[config.mk]
export PLATFORM = sky130hd
export DESIGN_NAME = kgs_accum_seq
export DESIGN_NICKNAME = d
export VERILOG_FILES = /design/src/rtl/kgs_accum_seq.sv
export SDC_FILE = /design/constraint.sdc
export NUM_CORES = 1
export LEC_CHECK = 0
export CORE_ASPECT_RATIO = 0.75
export CORE_MARGIN = 5
export CORE_UTILIZATION = 40
export DETAILED_ROUTE_END_ITERATION = 7
export PLACE_DENSITY = 0.87
export SYNTH_ARGS = -nofsm -noshare
export SYNTH_HDL_FRONTEND = slang
export SYNTH_SLANG_ARGS = --single-unit
[constraint.sdc]
create_clock -name clk -period 3.69 [get_ports clk]
set_input_delay 0.369 -clock clk [delete_from_list [all_inputs] [get_ports clk]]
set_output_delay 0.369 -clock clk [all_outputs]
set_load 0.02 [all_outputs]
[src/rtl/kgs_accum_seq.sv]
// kgs_accum_seq: sequencing stage around the combinational KGS tree adder.
// It takes a burst of operands over a valid/ready stream and presents each one
// to the adder against the running accumulator. The adder sum is folded back
// into the accumulator, and carry/borrow-out events are counted as wraps.
// The final value and the wrap count leave on a valid/ready result port.
module kgs_accum_seq #(
  parameter int SIZE  = 32,
  parameter int LEN_W = 8,
  parameter int CNT_W = 4
) (
  input  logic              clk,
  input  logic              rst_n,
  input  logic              start,
  input  logic [LEN_W-1:0]  len,
  input  logic [SIZE-1:1]   in_data,
  input  logic              in_sub,
  input  logic              in_valid,
  output logic              in_ready,
  output logic [SIZE-1:1]   add_a,
  output logic [SIZE-1:1]   add_b,
  output logic              add_cin,
  input  logic [SIZE-1:1]   add_sum,
  input  logic              add_cout,
  output logic [SIZE-1:1]   res_data,
  output logic [CNT_W-1:0]  res_wraps,
  output logic              res_valid,
  input  logic              res_ready,
  output logic              busy
);

  localparam int W = SIZE - 1;

  typedef enum logic [1:0] {
    S_IDLE  = 2'd0,
    S_ACCUM = 2'd1,
    S_DONE  = 2'd2
  } state_e;

  state_e             state_q, state_d;
  logic [W-1:0]       acc_q, acc_d;
  logic [LEN_W-1:0]   remaining_q, remaining_d;
  logic [CNT_W-1:0]   wraps_q, wraps_d;
  logic               wrap_evt;

  // Next-state, datapath and output decode for the burst sequencer.
  always_comb begin
    // NOTE: every signal written here gets a default first, so no path can
    // leave a value unassigned and infer a latch.
    state_d     = state_q;
    acc_d       = acc_q;
    remaining_d = remaining_q;
    wraps_d     = wraps_q;
    wrap_evt    = 1'b0;
    in_ready    = 1'b0;
    add_a       = acc_q;
    add_b       = '0;
    add_cin     = 1'b0;
    res_valid   = 1'b0;
    res_data    = '0;
    res_wraps   = '0;
    busy        = 1'b0;

    unique case (state_q)
      S_IDLE: begin
        if (start) begin
          acc_d       = '0;
          wraps_d     = '0;
          remaining_d = len;
          // A zero-length burst has nothing to accumulate: go straight to the result.
          state_d     = (len == '0) ? S_DONE : S_ACCUM;
        end
      end

      S_ACCUM: begin
        busy     = 1'b1;
        in_ready = 1'b1;
        // Subtraction is acc + ~x + 1, so the adder carry-in carries the +1.
        add_b    = in_sub ? ~in_data : in_data;
        add_cin  = in_sub;
        if (in_valid) begin
          acc_d       = add_sum;
          remaining_d = remaining_q - LEN_W'(1);
          // Add wraps on carry-out; subtract wraps on borrow (carry-out low).
          wrap_evt    = in_sub ^ add_cout;
          if (wrap_evt && (wraps_q != {CNT_W{1'b1}})) begin
            wraps_d = wraps_q + CNT_W'(1);
          end
          if (remaining_q == LEN_W'(1)) begin
            state_d = S_DONE;
          end
        end
      end

      S_DONE: begin
        busy      = 1'b1;
        res_valid = 1'b1;
        res_data  = acc_q;
        res_wraps = wraps_q;
        if (res_ready) begin
          state_d = S_IDLE;
        end
      end

      default: begin
        state_d = S_IDLE;
      end
    endcase
  end

  // State and datapath registers; an asynchronous reset aborts any burst in flight.
  always_ff @(posedge clk or negedge rst_n) begin
    // NOTE: registers take non-blocking assignments so every flop samples its
    // pre-edge inputs, independent of statement order.
    if (!rst_n) begin
      state_q     <= S_IDLE;
      acc_q       <= '0;
      remaining_q <= '0;
      wraps_q     <= '0;
    end else begin
      state_q     <= state_d;
      acc_q       <= acc_d;
      remaining_q <= remaining_d;
      wraps_q     <= wraps_d;
    end
  end

endmodule

==> Yosys cells after proc, flatten, opt, wreduce, memory -nomap -nowiden <==
Index checks and enable logic that the tools add are counted.
{ "totals": {"reg_bits": 45, "in_bits": 77, "elab_cells": 49, "latch_bits": 0, "ram_bits": 0, "mem_bits_ro": 0, "memories": 0} }
{ "classes": {"n_mul": 0, "n_reduce_logical": 8, "addsub": 2, "shifts": 0, "n_mux": 24, "magnitude_cmp": 0, "bitwise": 2, "eq_ne": 9, "n_div": 0} }
{ "ops": {"columns": ["cell", "count"], "rows": [
  ["$mux W31", 5],
  ["$pmux W31 S2", 1],
  ["$not A31 Y31", 1],
  ["$mux W4", 4],
  ["$mux W8", 2],
  ["$pmux W8 S2", 1],
  ["$mux W2", 5],
  ["$ne A2 B2 Y1 const B", 5],
  ["$eq A8 B1 Y1 const B", 1],
  ["$logic_not A8 Y1", 1],
  ["$pmux W4 S2", 1],
  ["$reduce_and A4 Y1", 2],
  ["$sub A8 B1 Y8 const B", 1],
  ["$pmux W2 S3", 1],
  ["$add A4 B1 Y4 const B", 1],
  ["$mux W1", 4],
  ["$ne A4 B4 Y1 const B", 1],
  ["$reduce_and A3 Y1", 1],
  ["$eq A2 B1 Y1 const B", 1],
  ["$eq A2 B2 Y1 const B", 1],
  ["$logic_not A2 Y1", 1],
  ["$reduce_bool A2 Y1", 1],
  ["$reduce_or A2 Y1", 1],
  ["$logic_and A1 B1 Y1", 1],
  ["$xor A1 B1 Y1", 1]
]} }

==> Longest topological paths before layout <==
Gate-level depths: netlist of the first run.
{ "depth": {"ltp_word": 5, "mapped_depth": 9, "mapped_depth_nobuf": 6} }

==> Worst setup path before layout of the first run <==
Ideal clock, no wire load.
{ "synth_path": {"kind": "reg2out", "from": "register state_q[1]", "to": "output add_b[27] (netlist name)", "path_slack_ps": 1622, "path_stages_with_launch": 6, "t_required_ps": 3321, "arrival_ps": 1699, "path_cell_list": "dfrtp_1 inv_1 ha_1 clkbuf_1 clkbuf_1 and2_1"} }
{ "synth_via": {"elab_chain_cells": 2} }
{ "synth_rtl": {"columns": ["item", "line_no", "rtl"], "rows": [
  ["start: declaration", "39", "state_e state_q, state_d;"],
  ["start signal: assignment", "120", "state_q <= state_d;"],
  ["$eq A2 B1 Y1", "63", "unique case (state_q)"],
  ["$mux W31", "63", null],
  ["end: declaration", "20", "output logic [SIZE-1:1] add_b,"]
]} }
Every way passes these cells.

==> Worst setup path in the final report of the first run <==
{ "layout_path": {"from": "register state_q[0]", "to": "output res_wraps[1]"} }
{ "layout_via": {"elab_chain_cells": 2} }
{ "layout_rtl": {"columns": ["item", "line_no", "rtl"], "rows": [
  ["$eq A2 B2 Y1", "63", null],
  ["$mux W4", "63", null],
  ["end: declaration", "25", "output logic [CNT_W-1:0] res_wraps,"]
]} }
Every way passes these cells.

==> results.md, run 1 <==
* PnR worst setup slack at around 0.8 ns
* Gp weighted congestion at 0.8198
* Hold Fails Final Rpt at 0
* Final setup TNS at 0 ns
* Syn nets at between 300 and 400
* Final Max Tran Viols at 0
* Worst path arrival time at about 2.5 ns
* Vias in the first global route at between 2000 and 3000
* Worst hold path class: in -> async
* Seq pwr share at 26.5%
* CTS Hold Bufs at 0
* DRC Markers at 0
* Net Sw Frac at between 40 and 50%
* Post-CTS setup buffers at 0
* Top FF cell, synth: dfrtp_1
* DR iter-0 viols at around 110
* Status: complete, no violations
* DP Wirelength at around 6.7 mm
* Routed Antenna Nets at 0
* Seq cells post-synth at between 40 and 50
* Slew Limit Headroom at around a quarter
* DR vias/cell at 4.885
* Post-synthesis cell type count at 40
* EDFF count, synth at 0
* IO Count at 178
* Root Buffer: clkbuf_8
* IO buf count at between 150 and 200
* Die Y at approximately 83 um
* WP data required at roughly 3.3 ns
* Static leakage power at about 2.0 nW
* DR vias at around 2700
* DR WL/cell at between 15 and 20 um
* Crit path max fanout at 38
* Maxcap violations at 0
* Clock Skews at around 0.0057 ns
* First-pass GRT wire length at between 10 and 15 mm
* Max IR drop VDD at around 600 uV
* Crit start category: flip-flop
* Pwr dens at roughly 750 nW/um2
* Sw Pwr at approximately 0.0016 W
* Largest net degree at the start of global routing at between 50 and 60
* Post-synth ARST share at 100.0%
* Synth Warn # at 0
* Min Hold Slack at between 0.2 and 0.25 ns
* Total wire length at between 8 and 9 mm
* Global route overflow at 0
* RSZ-0062 raised after global routing: false
* CP endpoint kind: output port
* Slew @ Worst Pin at 1.119 ns
* Post-CTS sizing at 0
* Endpoints failing setup at 0
* Sink Count at 45
* Maximum clock rate at approximately 0.35 GHz
* Most frequent cells in the layout: 175 x clkdlybuf4s50_1, 68 x and2_1, 45 x dfrtp_1, 32 x xor2_1, 31 x a22o_1
* Chip Width at roughly 110 um
* Max clock buf depth at 2
* Area grow syn2layout at 67.01%
* Placement row count at 26
* Area of the mapped netlist at 2833 um2
* Die Area at slightly below 9000 um2
* Reg2Reg Depth at 5
* Final Cycle Share at between 70% and 80%
* Initial Util at 41.27%
* Total Routing Usage GR at between 10% and 20%
* Syn Inst Count at about 300
* Syn avg cell area at 9.602 um2
* Worst-Skew Late Latency at between 0.2 and 0.3 ns
* DR pass1 iterations at 4
* TritonCTS clock tree: done
* Leading cell type in the layout, fill and taps excluded: clkdlybuf4s50_1
* Num CTS Buffers at 5
* Crit Path Class: reg -> out
* # H-tree levels at 2
* Diodes inserted at 0
* Pre-CTS setup slack at between 1 and 1.5 ns
* Core area at approximately 7000 um2
* Post-synthesis sequential area ratio at approximately two fifths
* Internal at around 0.0020 W
* Overall power at approximately 0.0036 W
* Combinational share of power at 62.4%
* Reg clk slew, reported paths at 0.09 ns
* Total Nets Final at 540
* Min Tclk post-route at around 2.9 ns
* Antenna violations before repair at 0
* Layout cells sized above 1 at about 4%
* Clock power share at 11.0%
[per-stage QoR]
stage	std cells	utilization (%)	area (um2)
final	556	68.92	4731
after global routing	556	68.92	4731
after CTS	556	68.92	4731
after detailed placement	548	67.17	4611
after global placement	548	67.17	4611
after floorplan	295	-	2833
[layer usage]
layer  global-route usage, %  part of all wire, %  up-vias
li1                        -                    -     1333
met1                   25.54                   44     1286
met2                   32.42                   49       93
met3                   4.186                  5.9        4
met4                   2.671                 0.34        0
met5                       0                    0        -
[layout make-up]
type	count	area (um2)
multi-input cells	217	1551
clock buffers	6	82.58
fillers	527	2133
flip-flops and latches	45	1126
well taps	98	122.6
inverters	9	33.78
repair buffers	179	1777
clock inverters	2	37.54
[power by group through the flow]
stage / clock [W] / combinational, W / sequential (W)
2_1_floorplan: 0 / 0.00109 / 0.00112
3_3_place_gp: 0 / 0.00219 / 0.000940
3_5_place_dp: 0 / 0.00224 / 0.000953
4_1_cts: 0.000400 / 0.00225 / 0.000948
5_1_grt: 0.000421 / 0.00239 / 0.000988
6_report: 0.000393 / 0.00223 / 0.000948
[cell usage after synthesis (2+ instances only)]
| master | count | area (um2) |
|---|---|---|
| o22ai_1 | 6 | 37.54 |
| nand2_1 | 13 | 48.80 |
| a21oi_1 | 6 | 30.03 |
| nand3_1 | 6 | 30.03 |
| or2_2 | 3 | 18.77 |
| o31ai_1 | 3 | 22.52 |
| nor4_1 | 2 | 12.51 |
| ha_1 | 6 | 75.07 |
| or4_1 | 2 | 15.01 |
| nor2_1 | 6 | 22.52 |
| inv_1 | 9 | 33.78 |
| buf_4 | 2 | 15.01 |
| a21boi_1 | 2 | 15.01 |
| a22o_1 | 31 | 271.5 |
| dfrtp_1 | 45 | 1126 |
| clkbuf_1 | 13 | 48.80 |
| buf_6 | 2 | 22.52 |
| buf_2 | 7 | 35.03 |
| o21ai_0 | 6 | 30.03 |
| xor2_1 | 32 | 280.3 |
| a31oi_1 | 2 | 12.51 |
| mux2i_1 | 5 | 50.05 |
| and3_1 | 2 | 12.51 |
| and2_1 | 68 | 425.4 |
[flip-flops by register name, summed over array words and instances (netlist names)]
signal / cells
add_a: 31
remaining_q: 8
wraps_q: 4
state_q: 2
[path summary, 6_finish.rpt]
| path | end | slack (ns) | startpoint |
|---|---|---|---|
| max | res_wraps[1] | 0.80 | state_q[0] |
| min | remaining_q[7] | 0.23 | rst_n |
| max reg2reg | add_a[1] | 1.32 | state_q[1] |
| min reg2reg | add_a[29] | 0.53 | add_a[29] |
| max in group asynchronous | add_a[28] | 2.84 | rst_n |
| min in group clk | add_a[29] | 0.53 | add_a[29] |
[cell families (layout without fill, tap and decap cells)]
kind of cell               after synthesis  count (layout)  synth area share [%]
and+or+nand+nor                        110             110                 22.79
buffers and inverters                   33             196                 5.477
adders and majority gates                6               6                 2.650
muxes                                    5               5                 1.767
AOI/OAI and AO/OA                       64              64                 17.67
DFF                                     45              45                 39.75
xor gates and xnor gates                32              32                 9.894
[critical path: stages, from the launching register on]
cell,delay [ns]
dfrtp_1,0.39
inv_1,0.10
ha_1,0.87
and2_1,0.25
clkdlybuf4s50_1,0.62
No activity file was read; power rests on OpenSTA's default activity.
==> run 2, diff against run 1 <==
--- a/config.mk
+++ b/config.mk
@@ -7,9 +7,9 @@
 export LEC_CHECK = 0
 export CORE_ASPECT_RATIO = 0.75
 export CORE_MARGIN = 5
-export CORE_UTILIZATION = 40
+export CORE_UTILIZATION = 37
 export DETAILED_ROUTE_END_ITERATION = 7
-export PLACE_DENSITY = 0.87
+export PLACE_DENSITY = 0.81
 export SYNTH_ARGS = -nofsm -noshare
 export SYNTH_HDL_FRONTEND = slang
 export SYNTH_SLANG_ARGS = --single-unit
==> constraint.sdc (replaced) <==
create_clock -name clk -period 3 [get_ports clk]
set_input_delay 0.3 -clock clk [delete_from_list [all_inputs] [get_ports clk]]
set_output_delay 0.3 -clock clk [all_outputs]
set_load 0.02 [all_outputs]
==> run 2 against run 1 <==
Power up 23%; flip-flop and latch count unchanged; critical path depth up 1; first-iteration DRC count down 19%; final cell count up 0.90%; count of clock-buffer cells in the layout unchanged; critical endpoint is now add_b[23]; largest power group unchanged.
==> results.md, run 2 (same netlist as run 1, synthesis figures left out) <==
* Max IR drop VDD at 541.5 uV (-9.9%)
* Total Routing Usage GR at 17.88% (-1.2 points)
* Clock Skews at 0.005163 ns (-0.0005580 ns)
* Vias in the first global route at 2738 (-0.11%)
* Sink Count at 45 (unchanged)
* Status: complete, no violations
* Root Buffer: clkbuf_8
* Worst hold path class: in -> async
* Max clock buf depth at 2 (unchanged)
* DR vias/cell at 4.820 (-1.3%)
* CTS Hold Bufs at 0 (unchanged)
* Buf+Inv Stages, Crit Path at 3 (+1)
* DP Wirelength at 6.950 mm (+3.0%)
* DR vias at 2704 (-0.44%)
* Worst path max stage delay at 0.62 ns (-0.25 ns)
* Slowest CP cell: clkdlybuf4s50_1
* IO Count at 178 (unchanged)
* DRC Markers at 0 (unchanged)
* Crit start category: flip-flop
* Setup crit end: add_b[23]
* Placement row count at 27 (+3.8%)
* Worst r2r src: state_q[1]
* DR WL/cell at 15.72 um (-0.82%)
* Slew Limit Headroom at 24.53% (-0.90 points)
* Endpoints failing setup at 0 (unchanged)
* Antenna violations before repair at 0 (unchanged)
* CP Cell Sequence: inv_1, ha_1, buf_4, and2_1, clkdlybuf4s50_1
* Most frequent cells in the layout: 175 x clkdlybuf4s50_1, 68 x and2_1, 45 x dfrtp_1, 32 x xor2_1, 31 x a22o_1
* Total wire length at 8.818 mm (about the same)
* Stages on worst setup path at 5 (+1)
* First-pass GRT wire length at 14.05 mm (+0.59%)
* Static leakage power at 2.022 nW (+0.65%)
* Slew @ Worst Pin at 1.132 ns (+0.01347 ns)
* Final Cycle Share at approximately 90%
* Leading cell type in the layout, fill and taps excluded: clkdlybuf4s50_1
* CP top delay family: buffers and inverters
* Min Tclk post-route at roughly 2.7 ns
* Reg2reg end: remaining_q[4]
* Worst path arrival time at 2.41 ns (-0.11 ns)
* Gp weighted congestion at 0.8322 (+1.5%)
* Reg clk slew, reported paths at 0.08 ns (about the same)
* Final setup TNS at 0 ns (unchanged)
* Initial Util at 38.29% (-3.0 points)
* DR iter-0 viols at 87 (-19%)
* Pwr dens at 923.6 nW/um2 (+22%)
* Core area at 7398 um2 (+7.8%)
* Post-CTS sizing at 0 (unchanged)
* Total Nets Final at 542 (+0.37%)
* WP data required at 2.70 ns (-0.62 ns)
* Post-route cell area at 4765 um2 (+0.71%)
* Placement Cell Area at 4642 um2 (+0.68%)
* Area grow syn2layout at 68.20%
* Global route overflow at 0 (unchanged)
* Die Area at 9524 um2 (+7.2%)
* CP Launch Point: state_q[1]
* Routed Antenna Nets at 0 (unchanged)
* Final Max Tran Viols at 0 (unchanged)
* # H-tree levels at 2 (unchanged)
* Chip Width at 111.0 um (+3.6%)
* Worst-Skew Late Latency at 0.29 ns (about the same)
* Post-Layout Cell Count at 561 (+0.90%)
* CP endpoint kind: output port
* Layout fillers at 619 (+17%)
* Die Y at 85.78 um (+3.5%)
* Diodes inserted at 0 (unchanged)
* Hold Fails Final Rpt at 0 (unchanged)
* Crit path max fanout at 35 (-7.9%)
* Maxcap violations at 0 (unchanged)
* IO buf count at 177 (unchanged)
* Overall power at 0.004401 W (+23%)
* Reg2reg setup slack at 0.62 ns (-0.70 ns)
* Post-CTS setup buffers at 0 (unchanged)
* DR pass1 iterations at 4 (unchanged)
* Layout cells sized above 1 at 4.565% (+0.64 points)
* Largest net degree at the start of global routing at 46 (-15%)
* TritonCTS clock tree: done
* Maximum clock rate at ~0.37 GHz
* Max reg flops at 31 (unchanged)
* Num CTS Buffers at 5 (unchanged)
* RSZ-0062 raised after global routing: false
* Crit Path Class: reg -> out
* Reg2Reg Depth at 7 (+2)
* Placed Cells incl. Taps at 553 (+0.91%)
run 2: layer usage:
metal	share of wire, %	global-route usage [%]	vias up
li1	-	-	1335
met1	44	23.03	1282
met5	0	0	-
met3	5.5	4.231	4
met2	50	31.55	83
met4	0.50	2.762	0
run 2: where the power goes:
group          switching [W]  internal (W)  leakage, nW  total, W
sequential          0.000261      0.000898        0.585   0.00116
combinational        0.00144       0.00133         1.38   0.00276
clock               0.000206      0.000271       0.0574  0.000477
total                0.00191       0.00249         2.02   0.00440
run 2: through the flow:
stage          utilization [%]  hold slack, ns  worst slack [ns]
2_1_floorplan                -        0.004409             1.001
3_3_place_gp             62.74          0.5082            0.5369
3_5_place_dp             62.74          0.5134            0.4435
4_1_cts                  64.37          0.2057            0.1305
5_1_grt                  64.40          0.2520            0.1197
6_report                 64.40          0.1498            0.2908
run 2: worst min path at each step:
| stage | start | slack, ns | end |
|---|---|---|---|
| finish | rst_n | 0.15 | state_q[0] |
| floorplan | rst_n | 0.004 | add_a[10] |
| global route | rst_n | 0.25 | state_q[1] |
| detailed placement | add_a[6] | 0.51 | add_a[6] |
| CTS | rst_n | 0.21 | remaining_q[5] |
| global placement | add_a[29] | 0.51 | add_a[29] |
run 2: layout make-up:
| cell class | count | area (um2) | area share (%) |
|---|---|---|---|
| repair buffers | 181 | 1804 | 37.87 |
| multi-input cells | 217 | 1554 | 32.62 |
| flip-flops and latches | 45 | 1126 | 23.63 |
| well taps | 101 | 126.4 | 2.652 |
| clock buffers | 6 | 82.58 | 1.733 |
| clock inverters | 2 | 37.54 | 0.7878 |
| inverters | 9 | 33.78 | 0.7090 |
